===== src/rtl/pixel_pkg.sv =====
// Shared pixel-stream types: token format and encoder state, common to the
// run-length encoder and the repeat expander.
package pixel_pkg;

  localparam int VALUE_W = 6;
  localparam int COUNT_W = 10;

  typedef enum logic [1:0] {
    IDLE,
    RUN,
    FLUSH
  } rle_enc_state_t;

  typedef struct packed {
    logic [VALUE_W-1:0] value;
    logic [COUNT_W-1:0] count;
    logic               last;
  } rle_token_t;

endpackage


===== src/rtl/rle_token_slot.sv =====
// Single-entry token register with valid/ready output; a load always wins over
// a drain, so the producer must only load when free is high.
module rle_token_slot
  import pixel_pkg::*;
(
  input  logic       clk,
  input  logic       rst_n,
  input  logic       load,
  input  rle_token_t load_tok,
  input  logic       out_ready,
  output logic       out_valid,
  output rle_token_t out_tok,
  output logic       free
);

  assign free = !out_valid || out_ready;

  always_ff @(posedge clk) begin
    if (!rst_n) begin
      out_valid <= 1'b0;
      out_tok   <= '0;
    end else if (load) begin
      out_valid <= 1'b1;
      out_tok   <= load_tok;
    end else if (out_ready) begin
      out_valid <= 1'b0;
    end
  end

endmodule


===== src/rtl/pixel_rle_encoder.sv =====
// Run-length encoder: collapses consecutive equal pixels into (value, count, last)
// tokens, count in 1..MAX_RUN, one pixel per cycle when the consumer keeps up.
module pixel_rle_encoder #(
  parameter int VALUE_W = pixel_pkg::VALUE_W,
  parameter int COUNT_W = pixel_pkg::COUNT_W,
  parameter int MAX_RUN = 1023
) (
  input  logic               clk,
  input  logic               rst_n,
  input  logic               in_valid,
  output logic               in_ready,
  input  logic [VALUE_W-1:0] in_value,
  input  logic               in_last,
  output logic               tok_valid,
  input  logic               tok_ready,
  output logic [VALUE_W-1:0] tok_value,
  output logic [COUNT_W-1:0] tok_count,
  output logic               tok_last
);
  import pixel_pkg::*;

  localparam logic [COUNT_W-1:0] MAX_CNT = COUNT_W'(MAX_RUN);
  localparam logic [COUNT_W-1:0] ONE     = COUNT_W'(1);

  rle_enc_state_t     state;
  logic [VALUE_W-1:0] run_value;
  logic [COUNT_W-1:0] run_count;

  logic       slot_free;
  logic       accept;
  logic       match;
  logic       emit;
  rle_token_t emit_tok;
  rle_token_t tok;

  assign in_ready = rst_n && (state != FLUSH) && slot_free;
  assign accept   = in_valid && in_ready;
  // A full run refuses an equal pixel, so the increment below can never wrap.
  assign match    = (in_value == run_value) && (run_count < MAX_CNT);

  always_comb begin
    emit     = 1'b0;
    emit_tok = '0;
    case (state)
      IDLE: begin
        if (accept && in_last) begin
          emit     = 1'b1;
          emit_tok = '{value: in_value, count: ONE, last: 1'b1};
        end
      end
      RUN: begin
        if (accept) begin
          if (match && in_last) begin
            emit     = 1'b1;
            emit_tok = '{value: run_value, count: run_count + ONE, last: 1'b1};
          end else if (!match) begin
            emit     = 1'b1;
            emit_tok = '{value: run_value, count: run_count, last: 1'b0};
          end
        end
      end
      FLUSH: begin
        if (slot_free) begin
          emit     = 1'b1;
          emit_tok = '{value: run_value, count: ONE, last: 1'b1};
        end
      end
      default: ;
    endcase
  end

  always_ff @(posedge clk) begin
    if (!rst_n) begin
      state     <= IDLE;
      run_value <= '0;
      run_count <= '0;
    end else begin
      case (state)
        IDLE: begin
          if (accept && !in_last) begin
            run_value <= in_value;
            run_count <= ONE;
            state     <= RUN;
          end
        end
        RUN: begin
          if (accept) begin
            if (match) begin
              if (in_last) begin
                run_count <= '0;
                state     <= IDLE;
              end else begin
                run_count <= run_count + ONE;
              end
            end else begin
              // Differing last pixel is owed as its own count-1 token next cycle.
              run_value <= in_value;
              run_count <= ONE;
              state     <= in_last ? FLUSH : RUN;
            end
          end
        end
        FLUSH: begin
          if (slot_free) begin
            run_count <= '0;
            state     <= IDLE;
          end
        end
        default: state <= IDLE;
      endcase
    end
  end

  rle_token_slot u_slot (
    .clk       (clk),
    .rst_n     (rst_n),
    .load      (emit),
    .load_tok  (emit_tok),
    .out_ready (tok_ready),
    .out_valid (tok_valid),
    .out_tok   (tok),
    .free      (slot_free)
  );

  assign tok_value = tok.value;
  assign tok_count = tok.count;
  assign tok_last  = tok.last;

endmodule


===== config.mk =====
export PLATFORM = sky130hd
export DESIGN_NAME = pixel_rle_encoder
export DESIGN_NICKNAME = d
export VERILOG_FILES = /design/src/rtl/pixel_pkg.sv /design/src/rtl/rle_token_slot.sv /design/src/rtl/pixel_rle_encoder.sv
export SDC_FILE = /design/constraint.sdc
export NUM_CORES = 1
export LEC_CHECK = 0
export BUFFER_PORTS_ARGS = -buffer_cell sky130_fd_sc_hd__clkbuf_2
export CORE_ASPECT_RATIO = 1.2
export CORE_MARGIN = 4
export CORE_UTILIZATION = 50
export CTS_CLUSTER_SIZE = 25
export DETAILED_ROUTE_END_ITERATION = 7
export GPL_TIMING_DRIVEN = 0
export PLACE_DENSITY = 0.71
export SLEW_MARGIN = 40
export SYNTH_ARGS = -nofsm -noshare
export SYNTH_HDL_FRONTEND = slang
export SYNTH_SLANG_ARGS = --single-unit

===== constraint.sdc =====
create_clock -name clk -period 4.11 [get_ports clk]
set_clock_uncertainty 0.1 [all_clocks]
set_input_delay 0.2055 -clock clk [delete_from_list [all_inputs] [get_ports clk]]
set_output_delay 0.2055 -clock clk [all_outputs]
set_load 0.05 [all_outputs]

==> summary.txt <==
CTS
  – Hold-fix buffers at CTS: 0
  – Root buffer cell: clkbuf_8
  – Total CTS buffers: 5
  – Post-CTS Resized: 0
  – Post-CTS Setup Inserts: 0
  – Clk sinks: 36
  – Clk_lat worst skew: 0.28 ns
  – CTS tree: done
  – H-tree Lvls: 2
  – Clk slew on worst S/H paths: 0.08 ns
  – Clk buf depth: 2

Place
  – Dpl ws: 1.74 ns
  – Global placement routability congestion: 0.883
  – HPWL after detailed placement: 3970 um
  – Placed Area: 0.00229 sq mm
  – Port Buffers: 29

STA
  – Slew headroom: 0.620
  – Worst Tran Pin Value: 0.570 ns
  – Final worst path period share: 0.585
  – Slew Limit Fails: 0
  – Setup TNS: 0 ns
  – RSZ-0062 raised after global routing: false
  – Slack of the critical path: 1.71 ns
  – Fin. Hold Viols: 0
  – Final min period: 2.40 ns
  – Final setup violating endpoints: 0
  – Maximum achievable frequency: 416 MHz

Pwr
  – Switching portion of total power: 0.422
  – Pwr per Cell Area: 491 mW/mm^2
  – Switching power: 493 uW
  – Cell leakage power: 0.910 nW
  – Peak supply drop: 0.366 mV
  – Combinational Power Share: 0.390
  – Share of power burned in registers: 0.380
  – Part of the power in the clock network: 0.230
  – P_int: 677 uW

Worst setup path
  – Worst Path Max Fanout: 8
  – Critical-path cell list: inv_1 -> ha_1 -> and2b_1 -> nand3_2 -> a21oi_1 -> o21ai_1 -> or3_1 -> buf_6 -> o31ai_2
  – Crit path max-delay cell type: dfxtp_1
  – Crit-path max cell delay: 0.40 ns
  – Worst setup path category: reg2reg
  – Arrival time worst endpoint: 2.50 ns
  – R2R cell count: 9
  – Crit path capture type: register
  – Crit path launch type: register
  – Worst path required time: 4.21 ns

Routing
  – Via density: 5.82
  – Final wirelength: 5370 um
  – Drt first pass iters: 4
  – Drc violations: 0
  – Total number of vias: 1967
  – Post-DR wirelength/cell: 15.9 um
  – Routed Antenna Nets: 0
  – Initial DRC Count: 102

Synthesis
  – Cell area after synthesis: 0.00208 sq mm
  – Sequential share of the synthesized area: 0.347
  – Yosys Warn Count: 0
  – FFs w/ async S/R, synth: 0
  – Ys flop type: dfxtp_1
  – Post-synth cell types: 49
  – Post-synth net total: 263
  – Mapped Cells: 247
  – EDFF count, synth: 0
  – Syn avg cell area: 8.41 sq um
  – #FFs+latches synth: 36

Global route
  – Largest net degree at the start of global routing: 12
  – Initial antenna violation count: 0
  – First-pass GRT wire length: 9340 um
  – GRT Residual Overflow: 0
  – Vias in the first global route: 2032
  – All-Layer GR Usage: 0.225

Floorplanning
  – Core ar.: 0.00397 sq mm
  – Ports: 30
  – Initial core utilization: 0.523
  – # rows: 25
  – Die Span X: 66.9 um
  – Die ar.: 0.00526 sq mm
  – Die H: 78.6 um

Outcome
  – Status: completed

Finish
  – Final-layout fill cell count: 397
  – Synth-to-layout area growth: 14.8%
  – Design area: 0.00238 sq mm
  – Layout cell share with drive strength beyond 1: 0.204
  – Multi-input logic area: 0.00127 sq mm
  – Final net count: 299
  – # diodes: 0
  – Register area: 721 sq um

Job
  – Max-Cap Viols: 0

Hold path
  – Hold Path Stages: 3
  – Hold/Removal Path Class: in2reg
## critical path: cells and delay by family, from the launching register on
| kind | cells | cell delay (ns) |
|---|---|---|
| buffers and inverters | 2 | 0.24 |
| and+or+nand+nor | 3 | 0.79 |
| DFF | 1 | 0.40 |
| adders and majority gates | 1 | 0.26 |
| AOI/OAI and AO/OA | 3 | 0.53 |
## registers in the layout (all words and copies together), names as in the netlist
register          cells
run_value             6
run_count            10
u_slot.out_valid      1
u_slot.out_tok       17
state                 2
## power groups by stage
stage / Clock [mW] / Combinational [mW] / Sequential, mW
after global placement: 0 / 0.444 / 0.450
after floorplan: 0 / 0.256 / 0.537
final: 0.269 / 0.457 / 0.444
after CTS: 0.272 / 0.454 / 0.444
after global routing: 0.288 / 0.502 / 0.452
after detailed placement: 0 / 0.452 / 0.452
## cells in the final DEF, fill, tap and decap left out, drive strengths merged, types with 2 or more instances in the layout
cell | synthesis | final
buf | 7 | 7
o31ai | 7 | 7
o21ai | 23 | 23
and3 | 6 | 6
o21a | 2 | 2
o211ai | 8 | 8
and2 | 4 | 4
nor4 | 5 | 5
ha | 5 | 5
a21oi | 10 | 10
o2bb2ai | 5 | 5
a31oi | 7 | 7
a22o | 3 | 3
a21o | 5 | 5
clkbuf | 7 | 43
nand3 | 16 | 16
nand2 | 30 | 30
mux2i | 2 | 2
nand4 | 4 | 4
o221a | 2 | 2
nor2 | 14 | 14
dfxtp | 36 | 36
xor2 | 6 | 6
a22oi | 7 | 7
nor2b | 6 | 6
inv | 4 | 4
nand2b | 5 | 5
## cell usage after synthesis, types with 4 or more instances
cell | number | share of area
ha_1 | 5 | 0.030
o211ai_1 | 8 | 0.029
o2bb2ai_1 | 5 | 0.021
nor2_1 | 14 | 0.025
inv_1 | 4 | 0.0072
nand3_1 | 14 | 0.034
nor4_1 | 4 | 0.012
a31oi_1 | 7 | 0.021
clkbuf_1 | 7 | 0.013
nor2b_1 | 6 | 0.018
o31ai_2 | 6 | 0.036
o21ai_0 | 20 | 0.048
xor2_1 | 6 | 0.025
a21o_1 | 5 | 0.018
and3_1 | 6 | 0.018
dfxtp_1 | 36 | 0.35
nand2_1 | 30 | 0.054
nand2b_1 | 5 | 0.015
a21oi_1 | 9 | 0.022
a22oi_1 | 7 | 0.025
## layout make-up
cell class	instances	share of cell area
Multi-Input combinational cell	193	0.532
Tap cell	54	0.0283
Clock buffer	7	0.0362
Inverter	4	0.00630
Timing Repair Buffer	29	0.0609
Clock inverter	1	0.00315
Buffer	14	0.0310
Sequential cell	36	0.302
## worst paths after layout
path / end / start / slack, ns
setup / recovery: run_count[6] / state[0] / 1.71
hold / removal: run_value[5] / in_value[5] / 0.06
setup reg to reg: run_count[6] / state[0] / 1.71
hold reg to reg: u_slot.out_tok[8] / u_slot.out_tok[8] / 0.37
## stage by stage
| stage | utilization | cells | power [mW] | hold slack (ns) |
|---|---|---|---|---|
| 2_1_floorplan | - | 247 | 0.792 | 0.214 |
| 3_3_place_gp | 0.577 | 330 | 0.894 | 0.346 |
| 3_5_place_dp | 0.577 | 330 | 0.904 | 0.351 |
| 4_1_cts | 0.600 | 338 | 1.17 | 0.0632 |
| 5_1_grt | 0.600 | 338 | 1.24 | 0.0905 |
| 6_report | 0.600 | 338 | 1.17 | 0.0598 |
## per-layer routing
layer  track usage  routed length, um
met3        0.0458                196
met2         0.402               2810
met1         0.263               2290
met4        0.0730                 75
met5             0                  0
## logic make-up (layout without fill, tap and decap cells)
kind of cell    count (synthesis)  after routing  share of synthesized area
simple gates                   96             96                      0.245
compound gates                 84             84                      0.300
flops                          36             36                      0.347
buf+inv                        18             55                     0.0427
xor+xnor                        6              6                     0.0253
fa+ha+maj                       5              5                     0.0301
mux                             2              2                    0.00963
No activity file was read; power rests on OpenSTA's default activity.
